## config.mk

```make
export PLATFORM = sky130hd
export DESIGN_NAME = parity_serial_tx
export DESIGN_NICKNAME = d
export VERILOG_FILES = /design/src/rtl/parity_link_pkg.sv /design/src/rtl/bit_period_timer.sv /design/src/rtl/parity_serial_tx.sv
export SDC_FILE = /design/constraint.sdc
export NUM_CORES = 1
export LEC_CHECK = 0
export BUFFER_PORTS_ARGS = -buffer_cell sky130_fd_sc_hd__clkbuf_2
export CORE_MARGIN = 3
export CORE_UTILIZATION = 56
export CTS_CLUSTER_SIZE = 16
export DETAILED_ROUTE_END_ITERATION = 10
export GPL_ROUTABILITY_DRIVEN = 0
export PLACE_DENSITY = 0.83
export SYNTH_ARGS = -nofsm -noshare
export SYNTH_HDL_FRONTEND = slang
export SYNTH_SLANG_ARGS = --single-unit
export TNS_END_PERCENT = 50
```

## constraint.sdc

```tcl
create_clock -name clk -period 2 [get_ports clk]
set_clock_uncertainty 0.2 [all_clocks]
set_input_delay 0.2 -clock clk [delete_from_list [all_inputs] [get_ports clk]]
set_output_delay 0.2 -clock clk [all_outputs]
set_load 0.005 [all_outputs]
```

## src/rtl/parity_link_pkg.sv

```systemverilog
// parity_link_pkg: line states, line levels and the parity function used by both ends of the link.
// Contents: state_t (IDLE/START/DATA/PARITY/STOP), START_LVL/STOP_LVL/IDLE_LVL, parity_bit(word, odd).
package parity_link_pkg;
  typedef enum logic [2:0] {IDLE, START, DATA, PARITY, STOP} state_t;
  localparam logic START_LVL = 1'b0;
  localparam logic STOP_LVL = 1'b1;
  localparam logic IDLE_LVL = 1'b1;
  // Words are zero-extended to this width; the extra zeros leave the XOR unchanged.
  localparam int PAR_MAX_W = 64;
  function automatic logic parity_bit(input logic [PAR_MAX_W-1:0] word, input logic odd);
    return ^word ^ odd;
  endfunction
endpackage

```

## src/rtl/bit_period_timer.sv

```systemverilog
// bit_period_timer: counts clocks within one serial bit period.
// Ports: clk, rst (async, active-high), restart (hold at the period's first clock),
// tick (last clock of the period), tick_next (the following clock is the last of the period).
module bit_period_timer #(
  parameter int BIT_CYCLES = 4
) (
  input  logic clk,
  input  logic rst,
  input  logic restart,
  output logic tick,
  output logic tick_next
);
  localparam int CW = BIT_CYCLES > 1 ? $clog2(BIT_CYCLES) : 1;
  localparam logic [CW-1:0] LAST = CW'(BIT_CYCLES - 1);
  logic [CW-1:0] cnt;
  always_ff @(posedge clk or posedge rst)
    if (rst) cnt <= '0;
    else cnt <= (restart || tick) ? '0 : cnt + 1'b1;
  assign tick = cnt == LAST;
  // With one clock per bit every clock is the last one, so the next clock is too.
  assign tick_next = BIT_CYCLES == 1 || cnt == CW'(BIT_CYCLES - 2);
endmodule

```

## src/rtl/parity_serial_tx.sv

```systemverilog
// parity_serial_tx: parity-protected serial transmitter (start, data LSB first, parity, stop).
// Ports: clk, rst (async, active-high), data_in/load (accept when load && ready),
// ready (idle), tx_out (serial line, idle 1), tx_busy (frame in progress), frame_done (last stop clock).
module parity_serial_tx
  import parity_link_pkg::*;
#(
  parameter int DATA_W = 8,
  parameter int ODD_PARITY = 0,
  parameter int BIT_CYCLES = 4
) (
  input  logic              clk,
  input  logic              rst,
  input  logic [DATA_W-1:0] data_in,
  input  logic              load,
  output logic              ready,
  output logic              tx_out,
  output logic              tx_busy,
  output logic              frame_done
);
  localparam int IW = $clog2(DATA_W + 1);
  localparam logic [IW-1:0] LAST_IDX = IW'(DATA_W - 1);
  state_t state;
  logic [DATA_W-1:0] shift, shift_nxt;
  logic [IW-1:0] idx;
  logic par, tick, tick_next;
  bit_period_timer #(.BIT_CYCLES(BIT_CYCLES)) u_timer (
    .clk(clk),
    .rst(rst),
    .restart(state == IDLE),
    .tick(tick),
    .tick_next(tick_next)
  );
  assign shift_nxt = shift >> 1;
  // Outputs are registered, so each one is set at the edge that enters the cycle it describes.
  always_ff @(posedge clk or posedge rst)
    if (rst) begin
      state <= IDLE;
      shift <= '0;
      idx <= '0;
      par <= 1'b0;
      ready <= 1'b1;
      tx_busy <= 1'b0;
      tx_out <= IDLE_LVL;
      frame_done <= 1'b0;
    end else begin
      frame_done <= 1'b0;
      case (state)
        IDLE: if (load) begin
          state <= START;
          shift <= data_in;
          idx <= '0;
          ready <= 1'b0;
          tx_busy <= 1'b1;
          tx_out <= START_LVL;
        end
        START: if (tick) begin
          state <= DATA;
          par <= parity_bit(PAR_MAX_W'(shift), ODD_PARITY != 0);
          tx_out <= shift[0];
        end
        DATA: if (tick) begin
          idx <= idx + 1'b1;
          shift <= shift_nxt;
          tx_out <= idx == LAST_IDX ? par : shift_nxt[0];
          if (idx == LAST_IDX) state <= PARITY;
        end
        PARITY: begin
          frame_done <= tick && tick_next;
          if (tick) begin
            state <= STOP;
            tx_out <= STOP_LVL;
          end
        end
        STOP: begin
          frame_done <= !tick && tick_next;
          if (tick) begin
            state <= IDLE;
            ready <= 1'b1;
            tx_busy <= 1'b0;
            tx_out <= IDLE_LVL;
          end
        end
        default: state <= IDLE;
      endcase
    end
endmodule

```

==> results_tabular.tex, run 1 <==
\begin{tabular}{lr}
\hline
Metric & Value \\
\hline
\multicolumn{2}{l}{\textbf{Place}} \\
Port-buffer cells & 14 \\
DPL Wire Length & 1660 um \\
Post-place instance area & 1320 sq um \\
\multicolumn{2}{l}{\textbf{Final layout}} \\
Multi-input combinational cell area & 598 sq um \\
Final design area excluding fillers & 1450 sq um \\
Final Net Count & 164 \\
Area taken by flip-flops and latches & 553 sq um \\
Fraction of final layout cells sized beyond drive strength 1 & 23.0\% \\
Area growth, synth to finish & 18.6\% \\
Fill cells & 149 \\
Antenna cells & 0 \\
\multicolumn{2}{l}{\textbf{Power and ir drop}} \\
Total power & 1510 uW \\
Power density over cell area & 1050 nW/um\^{}2 \\
Leak Pwr & 0.000692 uW \\
Peak ir drop on the vdd network & 0.696 mV \\
\multicolumn{2}{l}{\textbf{Synthesis}} \\
Cell type contributing the most total cell area after synthesis & dfrtp\_1 \\
Syn Nets & 137 \\
Number of distinct library cell variants in the gate-level netlist after synthesis & 40 \\
Post-synthesis average cell area & 9.99 sq um \\
Yosys top cell area share & 41.1\% \\
Synth top area cells & dfrtp\_1 (41\%), mux2i\_1 (5.7\%), xnor2\_1 (5.0\%) \\
Proportion of synthesized chip area in sequential cells & 45.4\% \\
Synthesis-stage register bit count & 22 \\
Synth Warn \# & 0 \\
Synthesized netlist cell count & 122 \\
Cell Area, Synth & 1220 sq um \\
\multicolumn{2}{l}{\textbf{Timing}} \\
Final Critical Period & 1800 ps \\
Worst slew slack as a fraction of its limit & 76.8\% \\
Number of pins with negative max-slew slack in the final report & 0 \\
Number of hold-slack violations in the final timing report & 0 \\
Achievable frequency & 555 MHz \\
Final period utilization & 90.1\% \\
Aggregate negative setup slack & 0 ps \\
RSZ-0062 raised after global routing & no \\
Final setup violating endpoints & 0 \\
Worst hold slack across all endpoints & 110 ps \\
Worst slew pin tran & 345 ps \\
\multicolumn{2}{l}{\textbf{CTS}} \\
CTS sink count & 22 \\
Clock tree from TritonCTS & done \\
Inserted Clock Buffers & 3 \\
Worst-path clk slew & 110 ps \\
Clock H-tree levels & 1 \\
Buffer depth of the longest clock path & 2 \\
Setup fix buffers added after clock tree synthesis & 0 \\
Master cell of the clock root buffer & clkbuf\_4 \\
Worst skew pair latency & 320 ps \\
\multicolumn{2}{l}{\textbf{Global route}} \\
Vias in the first global route & 982 \\
Sum of overflow across all layers after global routing & 0 \\
Initial antenna violation count & 0 \\
Global-route wire length before repair & 4240 um \\
Aggregate global-route resource usage & 21.4\% \\
Pin count of the biggest net entering global routing & 23 \\
\multicolumn{2}{l}{\textbf{Critical path}} \\
Critical setup path kind & reg -> reg \\
Kind of start point of the critical path & flop \\
Data arrival time of the critical path & 1860 ps \\
Cell count of the worst reg-to-reg path & 5 \\
Biggest cell delay along the critical path & 400 ps \\
Required time at the worst-slack endpoint & 2060 ps \\
Highest net fanout along the worst path & 12 \\
Slowest cell on the critical path & dfrtp\_1 \\
Kind of capture point of the worst setup path & flop \\
Chain of cells forming the critical path & ha\_2 > nor4bb\_1 > a21oi\_1 > a211o\_1 > o31a\_1 \\
\multicolumn{2}{l}{\textbf{Route}} \\
Number of remaining DRC errors & 0 \\
Iter 0 DRT Violations & 12 \\
Met3 wirelength from detailed routing & 111 um \\
Detailed-routed wire length on met2 & 1230 um \\
Vias & 971 \\
Detailed-route vias per instance & 5.55 \\
Number of detailed-route iterations in the first pass & 4 \\
Final routed wirelength across all metal layers & 2440 um \\
Metal1 wirelength & 1050 um \\
Antenna-violating nets left & 0 \\
Highest metal used & met4 \\
Wirelength per Cell & 14.0 um \\
\multicolumn{2}{l}{\textbf{Hold path}} \\
Worst hold path cell count & 4 \\
Type of the worst min-delay path & in -> reg \\
\multicolumn{2}{l}{\textbf{Floorplanning}} \\
Die Area & 2770 sq um \\
Starting utilization of the core area & 60.9\% \\
Placeable core region & 2000 sq um \\
\# IOs & 15 \\
Chip height & 52.7 um \\
Floorplan die width & 52.7 um \\
Count of standard-cell rows & 16 \\
\multicolumn{2}{l}{\textbf{Status}} \\
Status & finished, final reports clean \\
\multicolumn{2}{l}{\textbf{Flow run}} \\
Max-cap viol count & 0 \\
\hline
\end{tabular}
report_power, final:
| group | internal, uW | switching (uW) | leakage, uW |
|---|---|---|---|
| Clock | 112 | 139 | 0.0000210 |
| Combinational | 294 | 322 | 0.000393 |
| Sequential | 555 | 92.8 | 0.000279 |
| Total | 961 | 554 | 0.000692 |
cell type report:
type | instances | area share, %
multi-input combinational | 87 | 41.4
tap | 27 | 2.34
timing repair buffer | 28 | 13.7
sequential | 22 | 38.3
clock buffer | 4 | 2.51
inverter | 7 | 1.82
cell usage after synthesis (all sizes together):
library cell and instances:
o21ai 12, o2111ai 1, and3 2, a32o 1
nand2 15, nand2b 1, a21o 1, dfrtp 20
nor4bb 1, mux2i 7, inv 7, or3 1
nand3 2, buf 6, mux2 2, nor3 5
o31ai 1, o31a 1, a22o 1, a211o 1
xor2 2, xnor2 7, and3b 1, ha 4
a21oi 4, and2 2, nand3b 1, dfstp 2
nor2 8, o21bai 2, nor2b 1
repair_timing:
action                     4_1_cts  5_1_grt
hold endpoints to repair        30        0
gates resized for setup          0        1
hold buffers                     9        0
setup endpoints to repair        0        1
state kept, by name, indices dropped and copies added, names as in the netlist, 2 cells and up:
signal / cells
idx: 4
state: 3
u_timer.cnt: 2
shift: 8
per-layer routing:
metal,GRT usage [%],vias to the layer above
li1,-,470
met4,9.79,0
met3,5.41,5
met1,27.0,471
met2,34.1,25
met5,0,-
final timing paths:
| path | startpoint | endpoint | slack, ps |
|---|---|---|---|
| min in group asynchronous | rst | shift[6]$_DFFE_PP0P_ | 220 |
| setup / recovery | u_timer.cnt[0]$_DFF_PP0_ | tx_out$_DFFE_PP1P_ | 200 |
| hold / removal | load | tx_out$_DFFE_PP1P_ | 110 |
| hold reg to reg | u_timer.cnt[0]$_DFF_PP0_ | u_timer.cnt[0]$_DFF_PP0_ | 290 |
| max in group asynchronous | rst | tx_out$_DFFE_PP1P_ | 1090 |
| setup reg to reg | u_timer.cnt[0]$_DFF_PP0_ | tx_out$_DFFE_PP1P_ | 200 |
critical path, delay by kind of cell, from the launching register on:
kind	cells	cell delay (ps)
compound gates	3	460
fa+ha+maj	1	310
flops	1	400
simple gates	1	370
placed cells by master (no fill, tap or decap), types with 3 or more instances in the layout:
| cell type | count |
|---|---|
| mux2i_1 | 7 |
| nor2_1 | 7 |
| o21ai_0 | 5 |
| nor3_1 | 4 |
| dlygate4sd3_1 | 9 |
| dfrtp_1 | 20 |
| buf_4 | 5 |
| clkbuf_2 | 14 |
| inv_1 | 6 |
| nand2_1 | 14 |
| ha_1 | 3 |
| xnor2_1 | 7 |
| o21ai_1 | 7 |
| clkbuf_4 | 3 |
| a21oi_1 | 4 |
stage by stage:
step	setup WS, ps	instances	util [%]
2_1_floorplan	328	122	-
3_3_place_gp	216	162	65.8
3_5_place_dp	137	162	65.8
4_1_cts	120	175	72.1
5_1_grt	27.4	175	72.2
6_report	199	175	72.2
cells by family after synthesis:
logic type | Yosys count | share of synthesized area (%)
simple gates | 40 | 17.7
compound gates | 25 | 12.7
flops | 22 | 45.4
buf+inv | 13 | 5.75
xor+xnor | 9 | 6.47
mux | 9 | 7.91
fa+ha+maj | 4 | 4.11
Power figures use the tool's default switching activity.
==> run 2: changes to the inputs <==
--- a/config.mk
+++ b/config.mk
@@ -7,11 +7,11 @@
 export LEC_CHECK = 0
 export BUFFER_PORTS_ARGS = -buffer_cell sky130_fd_sc_hd__clkbuf_2
 export CORE_MARGIN = 3
-export CORE_UTILIZATION = 56
+export CORE_UTILIZATION = 60
 export CTS_CLUSTER_SIZE = 16
 export DETAILED_ROUTE_END_ITERATION = 10
 export GPL_ROUTABILITY_DRIVEN = 0
-export PLACE_DENSITY = 0.83
+export PLACE_DENSITY = 0.88
 export SYNTH_ARGS = -nofsm -noshare
 export SYNTH_HDL_FRONTEND = slang
 export SYNTH_SLANG_ARGS = --single-unit
==> constraint.sdc (replaced) <==
create_clock -name clk -period 2.2 [get_ports clk]
set_clock_uncertainty 0.2 [all_clocks]
set_input_delay 0.22 -clock clk [delete_from_list [all_inputs] [get_ports clk]]
set_output_delay 0.22 -clock clk [all_outputs]
set_load 0.005 [all_outputs]
==> results_tabular.tex, run 2 (synthesis results as in run 1) <==
\begin{tabular}{lr}
\hline
Metric & Value \\
\hline
\multicolumn{2}{l}{\textbf{Critical path}} \\
Chain of cells forming the critical path & nor2\_1 > and2\_1 > ha\_1 > or3\_1 > o21ai\_0 \\
Crit Reg-Reg Endpoint & state[2]\$\_DFFE\_PP0P\_ \\
Cell count of the worst reg-to-reg path & 5 \\
Critical path depth & 5 \\
Worst Setup SP & state[0]\$\_DFFE\_PP0P\_ \\
Required time at the worst-slack endpoint & 2230 ps \\
Worst setup slack for register-to-register paths & 290 ps \\
Kind of cell adding the most delay to the critical path & simple AND/OR/NAND/NOR gates \\
Biggest cell delay along the critical path & 600 ps \\
Critical setup path kind & reg -> reg \\
Kind of capture point of the worst setup path & flop \\
Critical path endpoint & state[2]\$\_DFFE\_PP0P\_ \\
Buffers plus inverters on the worst setup path & 0 \\
Kind of start point of the critical path & flop \\
Slowest cell on the critical path & dfrtp\_1 \\
Data arrival time of the critical path & 1940 ps \\
Highest net fanout along the worst path & 12 \\
Startpoint of the most critical register-to-register path & state[0]\$\_DFFE\_PP0P\_ \\
\multicolumn{2}{l}{\textbf{Global route}} \\
Vias in the first global route & 980 \\
Pin count of the biggest net entering global routing & 23 \\
Global-route wire length before repair & 4180 um \\
Aggregate global-route resource usage & 21.2\% \\
Sum of overflow across all layers after global routing & 0 \\
Initial antenna violation count & 0 \\
\multicolumn{2}{l}{\textbf{Timing}} \\
Aggregate negative setup slack & 0 ps \\
Worst slew pin tran & 776 ps \\
Worst setup margin & 295 ps \\
Number of hold-slack violations in the final timing report & 0 \\
Final period utilization & 86.6\% \\
Number of pins with negative max-slew slack in the final report & 0 \\
Final setup violating endpoints & 0 \\
Worst slew slack as a fraction of its limit & 48.2\% \\
Achievable frequency & 525 MHz \\
Worst hold slack across all endpoints & 148 ps \\
RSZ-0062 raised after global routing & no \\
Final Critical Period & 1910 ps \\
\multicolumn{2}{l}{\textbf{Floorplanning}} \\
Floorplan die width & 51.1 um \\
Chip height & 51.1 um \\
\# IOs & 15 \\
Placeable core region & 1820 sq um \\
Starting utilization of the core area & 66.9\% \\
Die Area & 2610 sq um \\
Count of standard-cell rows & 15 \\
\multicolumn{2}{l}{\textbf{Final layout}} \\
Antenna cells & 0 \\
Area growth, synth to finish & 15.7\% \\
Fraction of final layout cells sized beyond drive strength 1 & 20.1\% \\
Max FFs per register & 8 \\
Final Net Count & 160 \\
Leading cell types in the layout, fill and taps excluded & dfrtp\_1 (20), nand2\_1 (14), clkbuf\_2 (14), dlygate4sd3\_1 (9) \\
Largest register by flop count & shift \\
Most common cell after layout, fill and taps aside & dfrtp\_1 \\
Share of the core filled with cells & 77.5\% \\
Top flop regs & shift x8, idx x4, state x3 \\
Final design area excluding fillers & 1410 sq um \\
\multicolumn{2}{l}{\textbf{Route}} \\
Detailed-route vias per instance & 5.53 \\
Iter 0 DRT Violations & 27 \\
Number of remaining DRC errors & 0 \\
Final routed wirelength across all metal layers & 2380 um \\
Vias & 934 \\
Antenna-violating nets left & 0 \\
Number of detailed-route iterations in the first pass & 4 \\
Wirelength per Cell & 14.1 um \\
\multicolumn{2}{l}{\textbf{CTS}} \\
Setup fix buffers added after clock tree synthesis & 0 \\
Clock H-tree levels & 1 \\
Master cell of the clock root buffer & clkbuf\_4 \\
Resized cells post-CTS & 0 \\
CTS sink count & 22 \\
Inserted Clock Buffers & 3 \\
Hold-fix buffers, CTS & 9 \\
Clock tree from TritonCTS & done \\
Worst skew pair latency & 310 ps \\
Worst-path clk slew & 110 ps \\
Buffer depth of the longest clock path & 2 \\
\multicolumn{2}{l}{\textbf{Flow run}} \\
Max-cap viol count & 0 \\
\multicolumn{2}{l}{\textbf{Place}} \\
DPL Wire Length & 1550 um \\
Post-place instance area & 1280 sq um \\
Post-Place Worst Slack & 338 ps \\
Port-buffer cells & 14 \\
\multicolumn{2}{l}{\textbf{Hold path}} \\
Type of the worst min-delay path & in -> reg \\
Launch instance of the worst min-delay path & load \\
\multicolumn{2}{l}{\textbf{Status}} \\
Status & finished, final reports clean \\
\multicolumn{2}{l}{\textbf{Power and ir drop}} \\
Peak ir drop on the vdd network & 0.773 mV \\
Leak Pwr & 0.000674 uW \\
Power density over cell area & 952 nW/um\^{}2 \\
\hline
\end{tabular}
[run 2: cell count changes in the layout (fill, tap and decap cells not counted)]
cell,before,now
buf_4,5,1
ha_2,1,0
ha_1,3,4
[run 2: report_power, final]
group	switching, uW	total [uW]	internal (uW)
combinational	247	497	250
sequential	120	624	504
clock	121	222	101
[run 2: through the flow]
stage / instances / total power, uW
2_1_floorplan: 122 / 1010
3_3_place_gp: 156 / 1090
3_5_place_dp: 156 / 1100
4_1_cts: 169 / 1330
5_1_grt: 169 / 1440
6_report: 169 / 1340
[run 2: worst reg2reg max path, delay by kind of cell, from the launching register on]
kind	cells	cell delay [ps]
AND/OR/NAND/NOR	3	680
adder cells (fa/ha/maj)	1	220
flip-flops	1	600
AO/OA/AOI/OAI	1	140
[run 2: how the worst min path moves through the flow]
stage / endpoint / slack (ps) / cells after the start
3_3_place_gp: shift[5]$_DFFE_PP0P_ / 180 / 2
6_report: tx_out$_DFFE_PP1P_ / 150 / 4
2_1_floorplan: frame_done$_DFF_PP0_ / 8 / 1
3_5_place_dp: shift[5]$_DFFE_PP0P_ / 190 / 2
4_1_cts: tx_out$_DFFE_PP1P_ / 140 / 4
5_1_grt: tx_out$_DFFE_PP1P_ / 140 / 4
[run 2: final cells by class]
class	count	area, sq um
fillers	115	410
repair buffers	24	168
clock buffers	4	36.3
well taps	25	31.3
flip-flops and latches	22	553
inverters	7	26.3
multi-input cells	87	596
[run 2: layer usage]
layer	vias to the layer above	wire, um	global-route usage (%)
li1	458	-	-
met1	434	1080	27.0
met2	31	1130	35.0
met3	11	108	3.50
met4	0	65	9.87
met5	-	0	0
==> run 3: changes to the inputs <==
--- a/config.mk
+++ b/config.mk
@@ -12,6 +12,7 @@
 export DETAILED_ROUTE_END_ITERATION = 10
 export GPL_ROUTABILITY_DRIVEN = 0
 export PLACE_DENSITY = 0.88
+export SETUP_SLACK_MARGIN = 0.3
 export SYNTH_ARGS = -nofsm -noshare
 export SYNTH_HDL_FRONTEND = slang
 export SYNTH_SLANG_ARGS = --single-unit
==> results_tabular.tex, run 3 (synthesis results as in run 1) <==
\begin{tabular}{lr}
\hline
Metric & Value \\
\hline
\multicolumn{2}{l}{\textbf{Timing}} \\
Worst slew pin tran & 776 ps \\
Worst slew slack as a fraction of its limit & 48.2\% \\
Number of pins with negative max-slew slack in the final report & 0 \\
Final period utilization & 80.5\% \\
Number of hold-slack violations in the final timing report & 0 \\
Achievable frequency & 564 MHz \\
Final Critical Period & 1770 ps \\
RSZ-0062 raised after global routing & no \\
Aggregate negative setup slack & 0 ps \\
Final setup violating endpoints & 0 \\
\multicolumn{2}{l}{\textbf{Critical path}} \\
Biggest cell delay along the critical path & 510 ps \\
Kind of start point of the critical path & flop \\
Kind of capture point of the worst setup path & flop \\
Critical path depth & 7 \\
Required time at the worst-slack endpoint & 2200 ps \\
Worst Setup SP & state[0]\$\_DFFE\_PP0P\_ \\
Highest net fanout along the worst path & 12 \\
Chain of cells forming the critical path & nor2\_2 > and2\_1 > ha\_1 > inv\_1 > o2111ai\_1 > a21oi\_1 > a21o\_1 \\
Critical path endpoint & state[1]\$\_DFFE\_PP0P\_ \\
Worst setup slack for register-to-register paths & 430 ps \\
Buffers plus inverters on the worst setup path & 1 \\
Crit Reg-Reg Endpoint & state[1]\$\_DFFE\_PP0P\_ \\
Data arrival time of the critical path & 1780 ps \\
Slowest cell on the critical path & dfrtp\_2 \\
Critical setup path kind & reg -> reg \\
Startpoint of the most critical register-to-register path & state[0]\$\_DFFE\_PP0P\_ \\
Cell count of the worst reg-to-reg path & 7 \\
Kind of cell adding the most delay to the critical path & flip-flops \\
\multicolumn{2}{l}{\textbf{Global route}} \\
Pin count of the biggest net entering global routing & 23 \\
Peak-usage layer in the global routing report & met2 \\
Vias in the first global route & 980 \\
Global-route wire length before repair & 4180 um \\
Aggregate global-route resource usage & 21.2\% \\
Met3 Use GR & 3.50\% \\
Met2 GRT Util & 35.0\% \\
Sum of overflow across all layers after global routing & 0 \\
GRT met1 Usage & 27.0\% \\
Initial antenna violation count & 0 \\
\multicolumn{2}{l}{\textbf{Final layout}} \\
Fraction of final layout cells sized beyond drive strength 1 & 23.6\% \\
Area growth, synth to finish & 16.4\% \\
Leading cell types in the layout, fill and taps excluded & dfrtp\_1 (17), nand2\_1 (14), clkbuf\_2 (14), dlygate4sd3\_1 (9) \\
Top flop regs & shift x8, idx x4, state x3 \\
Antenna cells & 0 \\
Largest register by flop count & shift \\
Final Net Count & 160 \\
Final cell count without fillers & 169 \\
Max FFs per register & 8 \\
Most common cell after layout, fill and taps aside & dfrtp\_1 \\
\multicolumn{2}{l}{\textbf{CTS}} \\
Clock H-tree levels & 1 \\
Worst-path clk slew & 110 ps \\
Inserted Clock Buffers & 3 \\
CTS sink count & 22 \\
Buffer depth of the longest clock path & 2 \\
Master cell of the clock root buffer & clkbuf\_4 \\
Setup fix buffers added after clock tree synthesis & 0 \\
Clock tree from TritonCTS & done \\
Worst skew pair latency & 310 ps \\
\multicolumn{2}{l}{\textbf{Floorplanning}} \\
Die Area & 2610 sq um \\
Chip height & 51.1 um \\
Floorplan die width & 51.1 um \\
Placeable core region & 1820 sq um \\
Starting utilization of the core area & 66.9\% \\
\# IOs & 15 \\
Count of standard-cell rows & 15 \\
\multicolumn{2}{l}{\textbf{Place}} \\
DPL Wire Length & 1550 um \\
Number of placed instances with taps included & 156 \\
Port-buffer cells & 14 \\
\multicolumn{2}{l}{\textbf{Hold path}} \\
Launch instance of the worst min-delay path & load \\
Worst hold path cell count & 4 \\
Type of the worst min-delay path & in -> reg \\
\multicolumn{2}{l}{\textbf{Power and ir drop}} \\
Leak Pwr & 0.000667 uW \\
Power density over cell area & 953 nW/um\^{}2 \\
Peak ir drop on the vdd network & 0.778 mV \\
Total power & 1350 uW \\
\multicolumn{2}{l}{\textbf{Status}} \\
Status & finished, final reports clean \\
\multicolumn{2}{l}{\textbf{Route}} \\
Number of detailed-route iterations in the first pass & 4 \\
Number of remaining DRC errors & 0 \\
Vias & 953 \\
Iter 0 DRT Violations & 29 \\
Final routed wirelength across all metal layers & 2390 um \\
Detailed-route vias per instance & 5.64 \\
Wirelength per Cell & 14.1 um \\
Antenna-violating nets left & 0 \\
\multicolumn{2}{l}{\textbf{Flow run}} \\
Max-cap viol count & 0 \\
\hline
\end{tabular}
## run 3: cell count changes in the layout (fill, tap and decap cells not counted)
cell and delta:
ha_1 -1, nor2_2 +1, dfrtp_2 +3, ha_2 +1
nor2_1 -1, dfrtp_1 -3
## run 3: area by class of cell
type                    count  area [sq um]
repair buffers             24           168
flip-flops and latches     22           557
inverters                   7          26.3
clock buffers               4          36.3
multi-input cells          87           601
fillers                   112           402
well taps                  25          31.3
## run 3: worst min-delay path by stage
stage | slack [ps] | to
floorplan | 8 | frame_done$_DFF_PP0_
global placement | 180 | shift[5]$_DFFE_PP0P_
detailed placement | 190 | shift[5]$_DFFE_PP0P_
CTS | 140 | tx_out$_DFFE_PP1P_
global route | 140 | tx_out$_DFFE_PP1P_
finish | 150 | tx_out$_DFFE_PP1P_
## run 3: where the power goes
part	leakage [uW]	switching [uW]	internal (uW)	total, uW
registers	0.000274	124	507	630
clock network	0.0000210	119	101	220
logic	0.000372	248	253	501
## run 3: per-layer routing
layer  up-vias  part of all wire (%)
li1        458                     -
met1       455                    45
met5         -                     0
met2        29                    48
met4         0                   2.8
met3        11                   4.2
## run 3: metrics by stage
step	util, %	cell area (sq um)	hold slack (ps)	worst slack (ps)
2_1_floorplan	-	1220	7.74	528
3_3_place_gp	70.5	1280	177	371
3_5_place_dp	70.5	1280	185	338
4_1_cts	77.5	1410	138	307
5_1_grt	77.9	1420	138	270
6_report	77.9	1420	151	428
## run 3: worst register-to-register path, delay by kind of cell, from the launching register on
family | cells | cell delay, ps
flip-flops | 1 | 510
AND/OR/NAND/NOR | 2 | 360
AO/OA/AOI/OAI | 3 | 360
buffers and inverters | 1 | 60
adder cells (fa/ha/maj) | 1 | 180
## run 3: what timing repair did
action / CTS / global route
hold buffers: 9 / 0
endpoints found under the setup margin: 0 / 12
gates resized for setup: 0 / 5
endpoints found under the hold margin: 28 / 0
